[src/rtl/csi2_pkg.sv]
// csi2_pkg: shared constants and types for the CSI-2 receiver.
//   SYNC_BYTE   - HS leader byte hunted for on every lane.
//   DT_LONG_MIN - first data type that denotes a long packet.
//   state_t     - packet parser states.
package csi2_pkg;

  localparam logic [7:0] SYNC_BYTE   = 8'hB8;
  localparam logic [5:0] DT_LONG_MIN = 6'h10;

  typedef enum logic [1:0] {
    HUNT,
    HEADER,
    PAYLOAD,
    CRC
  } state_t;

endpackage

[src/rtl/csi2_lane_rx.sv]
// csi2_lane_rx: one D-PHY HS data lane.
//   clock_p       in  lane clock, bits taken on both edges
//   reset         in  async active-high
//   data          in  serial HS bit, LSB first
//   restart       in  pulse: realign byte counter to the sync just matched
//   restart_phase in  1 = sync ended on the negedge bit, 0 = on the posedge bit
//   match_mid     out shift window after the negedge bit equals SYNC_BYTE
//   match_new     out shift window after the posedge bit equals SYNC_BYTE
//   lane_byte     out completed lane byte
//   byte_valid    out one-cycle strobe for lane_byte
module csi2_lane_rx
  import csi2_pkg::*;
(
  input  logic       clock_p,
  input  logic       reset,
  input  logic       data,
  input  logic       restart,
  input  logic       restart_phase,
  output logic       match_mid,
  output logic       match_new,
  output logic [7:0] lane_byte,
  output logic       byte_valid
);

  logic       neg_bit;
  logic [7:0] sreg;
  logic [7:0] mid;
  logic [7:0] nxt;
  logic [1:0] cnt;
  logic       phase;

  always_ff @(negedge clock_p or posedge reset) begin
    if (reset) neg_bit <= 1'b0;
    else       neg_bit <= data;
  end

  // Two bits enter per posedge: the negedge bit first, then the posedge bit.
  // Both intermediate windows are exposed so sync can land on either edge.
  always_comb begin
    mid       = {neg_bit, sreg[7:1]};
    nxt       = {data, mid[7:1]};
    match_mid = (mid == SYNC_BYTE);
    match_new = (nxt == SYNC_BYTE);
  end

  always_ff @(posedge clock_p or posedge reset) begin
    if (reset) begin
      sreg       <= '0;
      cnt        <= '0;
      phase      <= 1'b0;
      lane_byte  <= '0;
      byte_valid <= 1'b0;
    end else begin
      sreg <= nxt;
      if (restart) begin
        cnt        <= '0;
        phase      <= restart_phase;
        byte_valid <= 1'b0;
      end else begin
        cnt        <= cnt + 2'd1;
        byte_valid <= (cnt == 2'd3);
        if (cnt == 2'd3) lane_byte <= phase ? mid : nxt;
      end
    end
  end

endmodule

[src/rtl/csi2_camera.sv]
// csi2_camera: MIPI CSI-2 packet receiver behind a 1/2/4-lane D-PHY.
//   clock_p           in  HS clock, data sampled on both edges
//   reset             in  async active-high, returns to sync hunt
//   data_p            in  one HS bit per lane per edge
//   virtual_channel   out DI[7:6] of last header
//   word_count        out WC of last header
//   image_data_type   out DI[5:0] of last header
//   image_data        out payload word, [0] earliest byte
//   image_data_enable out image_data valid strobe
//   interrupt         out word / short-packet / end-of-packet strobe
module csi2_camera
  import csi2_pkg::*;
#(
  parameter int unsigned NUM_LANES = 2
) (
  input  logic                 clock_p,
  input  logic                 reset,
  input  logic [NUM_LANES-1:0] data_p,
  output logic [1:0]           virtual_channel,
  output logic [15:0]          word_count,
  output logic [5:0]           image_data_type,
  output logic [7:0]           image_data [3:0],
  output logic                 image_data_enable,
  output logic                 interrupt
);

  logic [NUM_LANES-1:0] match_mid;
  logic [NUM_LANES-1:0] match_new;
  logic [NUM_LANES-1:0] byte_valid;
  logic [7:0]           lane_byte [NUM_LANES];
  logic                 restart;
  logic                 restart_phase;

  for (genvar g = 0; g < NUM_LANES; g++) begin : g_lane
    csi2_lane_rx u_lane (
      .clock_p       (clock_p),
      .reset         (reset),
      .data          (data_p[g]),
      .restart       (restart),
      .restart_phase (restart_phase),
      .match_mid     (match_mid[g]),
      .match_new     (match_new[g]),
      .lane_byte     (lane_byte[g]),
      .byte_valid    (byte_valid[g])
    );
  end

  state_t          state, n_state;
  logic [15:0]     cnt, n_cnt;
  logic [7:0]      di, n_di, wcl, n_wcl, wch, n_wch;
  logic [1:0]      wpos, n_wpos;
  logic [3:0][7:0] word_buf, n_word;
  logic            eop_pending;
  logic            emit_word, emit_eop, hdr_done;
  logic [7:0]      b;

  assign restart       = (state == HUNT) && ((&match_mid) || (&match_new));
  assign restart_phase = &match_mid;

  // All lane bytes of a byte-time arrive together; walk them lane 0 first,
  // letting the parser state advance between bytes within the same cycle.
  always_comb begin
    n_state   = state;
    n_cnt     = cnt;
    n_di      = di;
    n_wcl     = wcl;
    n_wch     = wch;
    n_wpos    = wpos;
    n_word    = word_buf;
    emit_word = 1'b0;
    emit_eop  = 1'b0;
    hdr_done  = 1'b0;
    b         = '0;
    if (restart) begin
      n_state = HEADER;
      n_cnt   = '0;
    end else if ((&byte_valid) && (state != HUNT)) begin
      for (int unsigned i = 0; i < NUM_LANES; i++) begin
        b = lane_byte[i];
        case (n_state)
          HEADER: begin
            case (n_cnt[1:0])
              2'd0: n_di  = b;
              2'd1: n_wcl = b;
              2'd2: n_wch = b;
              default: begin
                hdr_done = 1'b1;
                n_cnt    = '0;
                if (n_di[5:0] < DT_LONG_MIN) begin
                  emit_eop = 1'b1;
                  n_state  = HUNT;
                end else if ({n_wch, n_wcl} == 16'd0) begin
                  n_state = CRC;
                end else begin
                  n_state = PAYLOAD;
                  n_wpos  = '0;
                end
              end
            endcase
            if (n_state == HEADER) n_cnt = n_cnt + 16'd1;
          end
          PAYLOAD: begin
            if (n_wpos == 2'd0) n_word = '0;
            n_word[n_wpos] = b;
            if (n_wpos == 2'd3 || n_cnt == {n_wch, n_wcl} - 16'd1) emit_word = 1'b1;
            if (n_cnt == {n_wch, n_wcl} - 16'd1) begin
              n_state = CRC;
              n_cnt   = '0;
            end else begin
              n_cnt = n_cnt + 16'd1;
            end
            n_wpos = n_wpos + 2'd1;
          end
          CRC: begin
            if (n_cnt[0]) begin
              emit_eop = 1'b1;
              n_state  = HUNT;
            end else begin
              n_cnt = n_cnt + 16'd1;
            end
          end
          default: ;
        endcase
      end
    end
  end

  // A final word and end-of-packet in one byte-time (4 lanes) are split:
  // the word strobes first, the end-of-packet pulse follows a cycle later.
  always_ff @(posedge clock_p or posedge reset) begin
    if (reset) begin
      state             <= HUNT;
      cnt               <= '0;
      di                <= '0;
      wcl               <= '0;
      wch               <= '0;
      wpos              <= '0;
      word_buf          <= '0;
      eop_pending       <= 1'b0;
      virtual_channel   <= '0;
      word_count        <= '0;
      image_data_type   <= '0;
      image_data_enable <= 1'b0;
      interrupt         <= 1'b0;
      for (int unsigned k = 0; k < 4; k++) image_data[k] <= '0;
    end else begin
      state             <= n_state;
      cnt               <= n_cnt;
      di                <= n_di;
      wcl               <= n_wcl;
      wch               <= n_wch;
      wpos              <= n_wpos;
      word_buf          <= n_word;
      eop_pending       <= emit_word & emit_eop;
      image_data_enable <= emit_word;
      interrupt         <= emit_word | emit_eop | eop_pending;
      if (hdr_done) begin
        virtual_channel <= n_di[7:6];
        image_data_type <= n_di[5:0];
        word_count      <= {n_wch, n_wcl};
      end
      if (emit_word) begin
        for (int unsigned k = 0; k < 4; k++) image_data[k] <= n_word[k];
      end
    end
  end

endmodule

[config.mk]
export PLATFORM = sky130hd
export DESIGN_NAME = csi2_camera
export DESIGN_NICKNAME = d
export VERILOG_FILES = /design/src/rtl/csi2_pkg.sv /design/src/rtl/csi2_lane_rx.sv /design/src/rtl/csi2_camera.sv
export SDC_FILE = /design/constraint.sdc
export NUM_CORES = 1
export LEC_CHECK = 0
export ABC_AREA = 1
export CAP_MARGIN = 5
export CORE_ASPECT_RATIO = 0.9
export CORE_UTILIZATION = 40
export DETAILED_ROUTE_END_ITERATION = 12
export PLACE_DENSITY = 0.56
export SYNTH_ARGS = -nofsm -noshare
export SYNTH_HDL_FRONTEND = slang
export SYNTH_HIERARCHICAL = 1
export SYNTH_SLANG_ARGS = --single-unit
[constraint.sdc]
create_clock -name clock_p -period 9.8 [get_ports clock_p]
set_input_delay 1.96 -clock clock_p [delete_from_list [all_inputs] [get_ports clock_p]]
set_output_delay 1.96 -clock clock_p [all_outputs]
set_load 0.005 [all_outputs]
==> results.py, run 1 <==
metrics = {
    "synth": {
        "synth_area_um2": 12900,
        "syn_avg_cell_area_um2": 6.56,
        "async_reset_ff_share_pct": 100,
        "synth_seq_cells": 175,
        "mappedNetlistNets": 2007,
        "synth_top_area_share_pct": 33.6,
        "ys.flop_type": "dfrtp_1",
        "yosysTopAreaCell": "dfrtp_1",
        "synth_edf_count": 0,
        "synth.area.top_cells": "dfrtp_1, nand2_1, inv_1, nor2_1, nand3_1",
        "syn_inst": 1966,
        "synth.most_common_cell": "nand2_1",
        "yosys_warnings": 6,
        "synthTopCellsByCount": "nand2_1, inv_1, nor2_1, dfrtp_1",
        "yosysUniqueCellTypes": 56,
        "synth-seq-area-share_pct": 34.0,
    },
    "route": {
        "drt_iter0_drc": 1304,
        "vias": 13100,
        "vias_per_cell": 5.46,
        "routedWlPerCell_um": 18.2,
        "wl_mm": 43.9,
        "ant_nets": 0,
        "drtPass1Iterations": 6,
        "drc": 0,
    },
    "critical_path": {
        "cp_slowest_stage_delay_ns": 0.60,
        "end_kind": "async pin",
        "cp_top_family": "buffers and inverters",
        "required_ns": 5.44,
        "crit_fanout": 20,
        "cp_slowest_cell": "inv_1",
        "cp.arrival_ns": 3.07,
        "worst-path-buf-inv": 2,
        "crit_chain": "clkdlybuf4s50_1 > inv_1",
        "critPathKind": "input pin to async pin",
        "start_kind": "input pin",
    },
    "flow_run": {
        "maxCapViolations": 0,
    },
    "die": {
        "ioPinCount": 62,
        "die_y_um": 172,
        "placementRows": 61,
        "die_x_um": 191,
        "die_area_um2": 33000,
        "initial_utilization_pct": 41.2,
        "core_um2": 31300,
    },
    "clock_network": {
        "clk_latency_ns": 0.44,
        "ctsHoldBuffers": 0,
        "clk_pin_slew_ns": 0.07,
        "cts_buffers": 17,
        "root_buffer": "clkbuf_16",
        "h-tree-depth": 4,
        "postCtsSetupRepairBufs": 0,
        "cts_tree": "done",
        "clk_path_buf_depth": 2,
        "ctsResizeCount": 0,
        "cts.sinks": 175,
    },
    "grt": {
        "grtUsageTotal_pct": 27.3,
        "grt_overflow": 0,
        "grt_max_degree": 79,
        "grt_pass1_wl_mm": 68.9,
        "antenna_found_initial": 0,
        "grt_pass1_vias": 12200,
    },
    "final_layout": {
        "multiInputGateArea_um2": 7260,
        "fillers": 3352,
        "seq_area_um2": 4380,
        "syn_to_final_growth_pct": 11.3,
        "drive_gt1_share_pct": 5.21,
        "fin_nets": 2025,
        "n_antenna_cell": 0,
    },
    "sta": {
        "tns_ns": 0,
        "fin_skew_ns": 0.0336,
        "setup_viol": 0,
        "fin_ws_ns": 2.37,
        "rsz0062_at_grt": "no",
        "finalHoldViolations": 0,
        "max_slew_margin_pct": 36.4,
        "tightest_slew_ns": 0.952,
        "slew_violations": 0,
    },
    "placed_design": {
        "gp_congestion": 0.985,
        "preCtsSetupSlack_ns": 1.86,
        "portBuffers": 61,
        "dp_hpwl_mm": 33.3,
    },
    "hold_path": {
        "hold_class": "flip-flop to flip-flop",
    },
    "status": {
        "status": "completed",
    },
    "power_and_ir_drop": {
        "power_density_nw_per_um2": 108,
        "p_leak_nw": 7.51,
        "p_total_mw": 1.55,
        "vdd_drop_max_uv": 113,
    },
}
==> worst register-to-register path, cell delays in order, from the launching register on <==
cell,delay (ns)
dfrtn_1,0.45
inv_1,0.07
nor2_1,0.08
nand2_1,0.05
nor2_1,0.15
nand2_1,0.09
nand2_1,0.19
nand2_1,0.17
inv_1,0.43
nor2_1,0.27
inv_1,0.23
o21ai_0,0.12
==> cells by family (layout without fill, tap and decap cells) <==
logic type               after synthesis  in the layout  synth area share, %
AND/OR/NAND/NOR                     1050           1050                 34.4
adder cells (fa/ha/maj)               37             37                 3.59
AO/OA/AOI/OAI                        350            350                 15.6
XOR/XNOR                              40             40                 2.72
buffers and inverters                314            345                 9.73
flip-flops                           175            175                 34.0
==> registers in the layout (all words and copies together) (netlist names), 4 cells and up <==
register / cells
image_data: 32
wcl: 8
cnt: 16
word_buf: 32
g_lane.u_lane/sreg: 14
g_lane.u_lane/lane_byte: 16
g_lane.u_lane/cnt: 4
image_data_type: 6
word_count: 16
di: 8
wch: 8
==> cell usage in the layout, fill, tap and decap left out, drive strengths merged, types with 14 or more instances in the layout <==
| cell | count |
|---|---|
| xor2 | 32 |
| nor3 | 16 |
| o21ai | 156 |
| ha | 37 |
| dfrtp | 173 |
| o22ai | 32 |
| nand2 | 659 |
| a221oi | 24 |
| a21oi | 94 |
| nand3 | 139 |
| clkdlybuf4s50 | 61 |
| clkbuf | 18 |
| nand4 | 23 |
| inv | 243 |
| clkinv | 14 |
| nor2 | 197 |
| o211ai | 20 |
==> layout make-up <==
cell class | instances | share of cell area (%)
clock buffers | 18 | 2.99
repair buffers | 67 | 4.57
clock inverters | 14 | 1.16
inverters | 246 | 6.59
multi-input cells | 1477 | 50.6
well taps | 409 | 3.57
flip-flops and latches | 175 | 30.5
==> stage by stage <==
| step | utilization (%) | area (um2) | cells | hold slack [ns] |
|---|---|---|---|---|
| final | 45.9 | 14400 | 2406 | 0.425 |
| after floorplan | - | 12900 | 1966 | 0.395 |
| after global placement | 44.0 | 13800 | 2374 | 0.414 |
| after detailed placement | 44.0 | 13800 | 2374 | 0.417 |
| after global routing | 45.9 | 14400 | 2406 | 0.449 |
| after CTS | 45.9 | 14400 | 2406 | 0.428 |
==> where the power goes <==
group,switching (mW),leakage [nW],internal (mW)
Sequential,0.0218,2.29,0.733
Clock,0.336,0.285,0.365
Combinational,0.0720,4.94,0.0270
==> layer usage <==
| metal | global-route usage [%] | part of all wire, % |
|---|---|---|
| met1 | 38.4 | 46 |
| met2 | 42.8 | 44 |
| met3 | 3.53 | 6.4 |
| met4 | 10.2 | 3.3 |
| met5 | 0 | 0 |
==> worst paths after layout <==
path                                                    start                            endpoint  slack [ns]  depth (start not counted)
max                                                     reset  g_lane[1].u_lane/neg_bit$_DFF_NP0_        2.37                          2
min                         g_lane[0].u_lane/cnt[0]$_DFF_PP0_   g_lane[0].u_lane/cnt[0]$_DFF_PP0_        0.42                          1
max reg2reg                g_lane[0].u_lane/neg_bit$_DFF_NP0_                  cnt[5]$_DFFE_PP0P_        2.51                         11
min reg2reg                 g_lane[0].u_lane/cnt[0]$_DFF_PP0_   g_lane[0].u_lane/cnt[0]$_DFF_PP0_        0.42                          1
max in group clock_p       g_lane[0].u_lane/neg_bit$_DFF_NP0_                  cnt[5]$_DFFE_PP0P_        2.51                         11
min in group asynchronous                               reset      image_data_type[1]$_DFFE_PP0P_        2.04                          2
Note: power is estimated with default switching activity, not from simulation.
==> run 2, diff against run 1 <==
==> constraint.sdc (replaced) <==
create_clock -name clock_p -period 7.7 [get_ports clock_p]
set_input_delay 1.54 -clock clock_p [delete_from_list [all_inputs] [get_ports clock_p]]
set_output_delay 1.54 -clock clock_p [all_outputs]
set_load 0.005 [all_outputs]
==> run 2 against run 1 <==
Net effect: largest power group unchanged; highest routed layer unchanged; global-route usage rose by 0.39 points; critical path type is now flip-flop to flip-flop; design area rose by 0.27%; die area did not move.
==> results.py, run 2 (synthesized netlist as in run 1, its figures left out) <==
metrics = {
    "power_and_ir_drop": {
        "p_clk_share_pct": 44.3,
        "p_total_mw": 1.96,
        "p_leak_nw": 7.53,
        "vdd_drop_max_uv": 153,
        "power_density_nw_per_um2": 136,
        "pwr-share-comb_pct": 6.5,
        "power_switching_share_pct": 28.1,
        "p_int_mw": 1.41,
        "switchingPower_mw": 0.550,
        "share_seq_of_total_power_pct": 49.1,
    },
    "grt": {
        "grt_pass1_vias": 12400,
        "grt_max_degree": 78,
        "grtUsageTotal_pct": 27.7,
        "grt_overflow": 0,
        "grt_pass1_wl_mm": 69.8,
        "antenna_found_initial": 0,
    },
    "critical_path": {
        "required_ns": 8.01,
        "reg2regPathDepth": 11,
        "cp.arrival_ns": 6.45,
        "end_kind": "flip-flop",
        "crit_fanout": 12,
        "critPathKind": "flip-flop to flip-flop",
        "start_kind": "flip-flop",
    },
    "clock_network": {
        "cts.sinks": 175,
        "h-tree-depth": 4,
        "cts_tree": "done",
        "clk_pin_slew_ns": 0.07,
        "ctsResizeCount": 0,
        "cts_buffers": 17,
        "clk_path_buf_depth": 2,
        "postCtsSetupRepairBufs": 0,
        "ctsHoldBuffers": 0,
        "clk_latency_ns": 0.45,
        "root_buffer": "clkbuf_16",
    },
    "final_layout": {
        "fin_util_pct": 46.0,
        "final_cell_mix": "nand2_1, inv_1, nor2_1, dfrtp_1, o21ai_0",
        "syn_to_final_growth_pct": 11.6,
        "multiInputGateArea_um2": 7260,
        "seq_area_um2": 4380,
        "final_common_cell": "nand2_1",
        "fillers": 3288,
        "fin_nets": 2030,
        "largestRegisters": "image_data (32), word_buf (32)",
        "n_antenna_cell": 0,
        "final_cell_count_no_fill": 2411,
        "drive_gt1_share_pct": 5.44,
    },
    "die": {
        "die_area_um2": 33000,
        "ioPinCount": 62,
        "placementRows": 61,
        "initial_utilization_pct": 41.2,
        "die_x_um": 191,
        "die_y_um": 172,
        "core_um2": 31300,
    },
    "placed_design": {
        "post-place-cells": 2379,
        "gp_congestion": 0.993,
        "portBuffers": 61,
        "dp_hpwl_mm": 33.8,
    },
    "sta": {
        "finalHoldViolations": 0,
        "fin_hold_ws_ns": 0.426,
        "setup_viol": 0,
        "fin_skew_ns": 0.0320,
        "max_slew_margin_pct": 36.4,
        "tns_ns": 0,
        "slew_violations": 0,
        "rsz0062_at_grt": "no",
        "tightest_slew_ns": 0.955,
    },
    "route": {
        "wl_mm": 44.6,
        "drc": 0,
        "ant_nets": 0,
        "routed.top_layer": "met4",
        "routedWlPerCell_um": 18.5,
        "routed-wl-met2_mm": 20.0,
        "vias_per_cell": 5.52,
        "drtPass1Iterations": 7,
        "drt_iter0_drc": 1239,
        "dr_wl_met3_mm": 3.35,
        "vias": 13300,
        "wl_met1_mm": 20.1,
    },
    "hold_path": {
        "holdPathStages": 0,
        "hold_class": "flip-flop to flip-flop",
    },
    "flow_run": {
        "maxCapViolations": 0,
    },
    "status": {
        "status": "completed",
    },
}
[run 2: cell count changes in the layout (fill, tap and decap cells not counted), sizes merged]
cell      previous run  this run
clkinvlp             2         0
bufinv               1         0
inv                243       240
clkinv              14        20
buf                  6        11
[run 2: layout make-up]
cell class	instances	area share (%)
timing repair buffer	72	4.82
sequential	175	30.4
tap	409	3.56
clock inverter	14	1.17
inverter	246	6.57
multi-input combinational	1477	50.5
clock buffer	18	2.98
[run 2: power by group through the flow]
stage / sequential [mW] / combinational (mW) / clock [mW]
floorplan: 0.963 / 0.0947 / 0
global placement: 0.979 / 0.126 / 0
detailed placement: 0.979 / 0.127 / 0
finish: 0.961 / 0.128 / 0.867
CTS: 0.961 / 0.127 / 0.889
global route: 0.962 / 0.146 / 0.920
[run 2: worst paths after layout]
path,startpoint,end,slack (ns)
min reg2reg,g_lane[1].u_lane/sreg[3]$_DFF_PP0_,g_lane[1].u_lane/sreg[1]$_DFF_PP0_,0.43
max in group asynchronous,reset,g_lane[1].u_lane/neg_bit$_DFF_NP0_,2.11
min in group asynchronous,reset,g_lane[0].u_lane/sreg[7]$_DFF_PP0_,1.55
max reg2reg,g_lane[0].u_lane/neg_bit$_DFF_NP0_,cnt[5]$_DFFE_PP0P_,1.56
max,g_lane[0].u_lane/neg_bit$_DFF_NP0_,cnt[5]$_DFFE_PP0P_,1.56
min,g_lane[1].u_lane/sreg[3]$_DFF_PP0_,g_lane[1].u_lane/sreg[1]$_DFF_PP0_,0.43
[run 2: per-layer routing]
layer / vias to the layer above / GRT usage [%]
li1: 6424 / -
met1: 6318 / 37.7
met2: 491 / 44.3
met3: 74 / 5.52
met4: 0 / 8.32
met5: - / 0
[run 2: critical path, cell delays in order (launching register included)]
cell,delay (ns)
dfrtn_1,0.45
inv_1,0.06
nor2_1,0.08
nand2_1,0.05
nor2_1,0.13
nand2_1,0.09
nand2_1,0.16
nand2_1,0.14
inv_1,0.42
nor2_1,0.26
inv_1,0.23
o21ai_0,0.11
[run 2: metrics by stage]
step | setup WS (ns) | area (um2)
finish | 1.56 | 14400
global route | 1.29 | 14400
CTS | 1.55 | 14400
detailed placement | 1.55 | 13800
global placement | 1.61 | 13800
floorplan | 2.04 | 12900
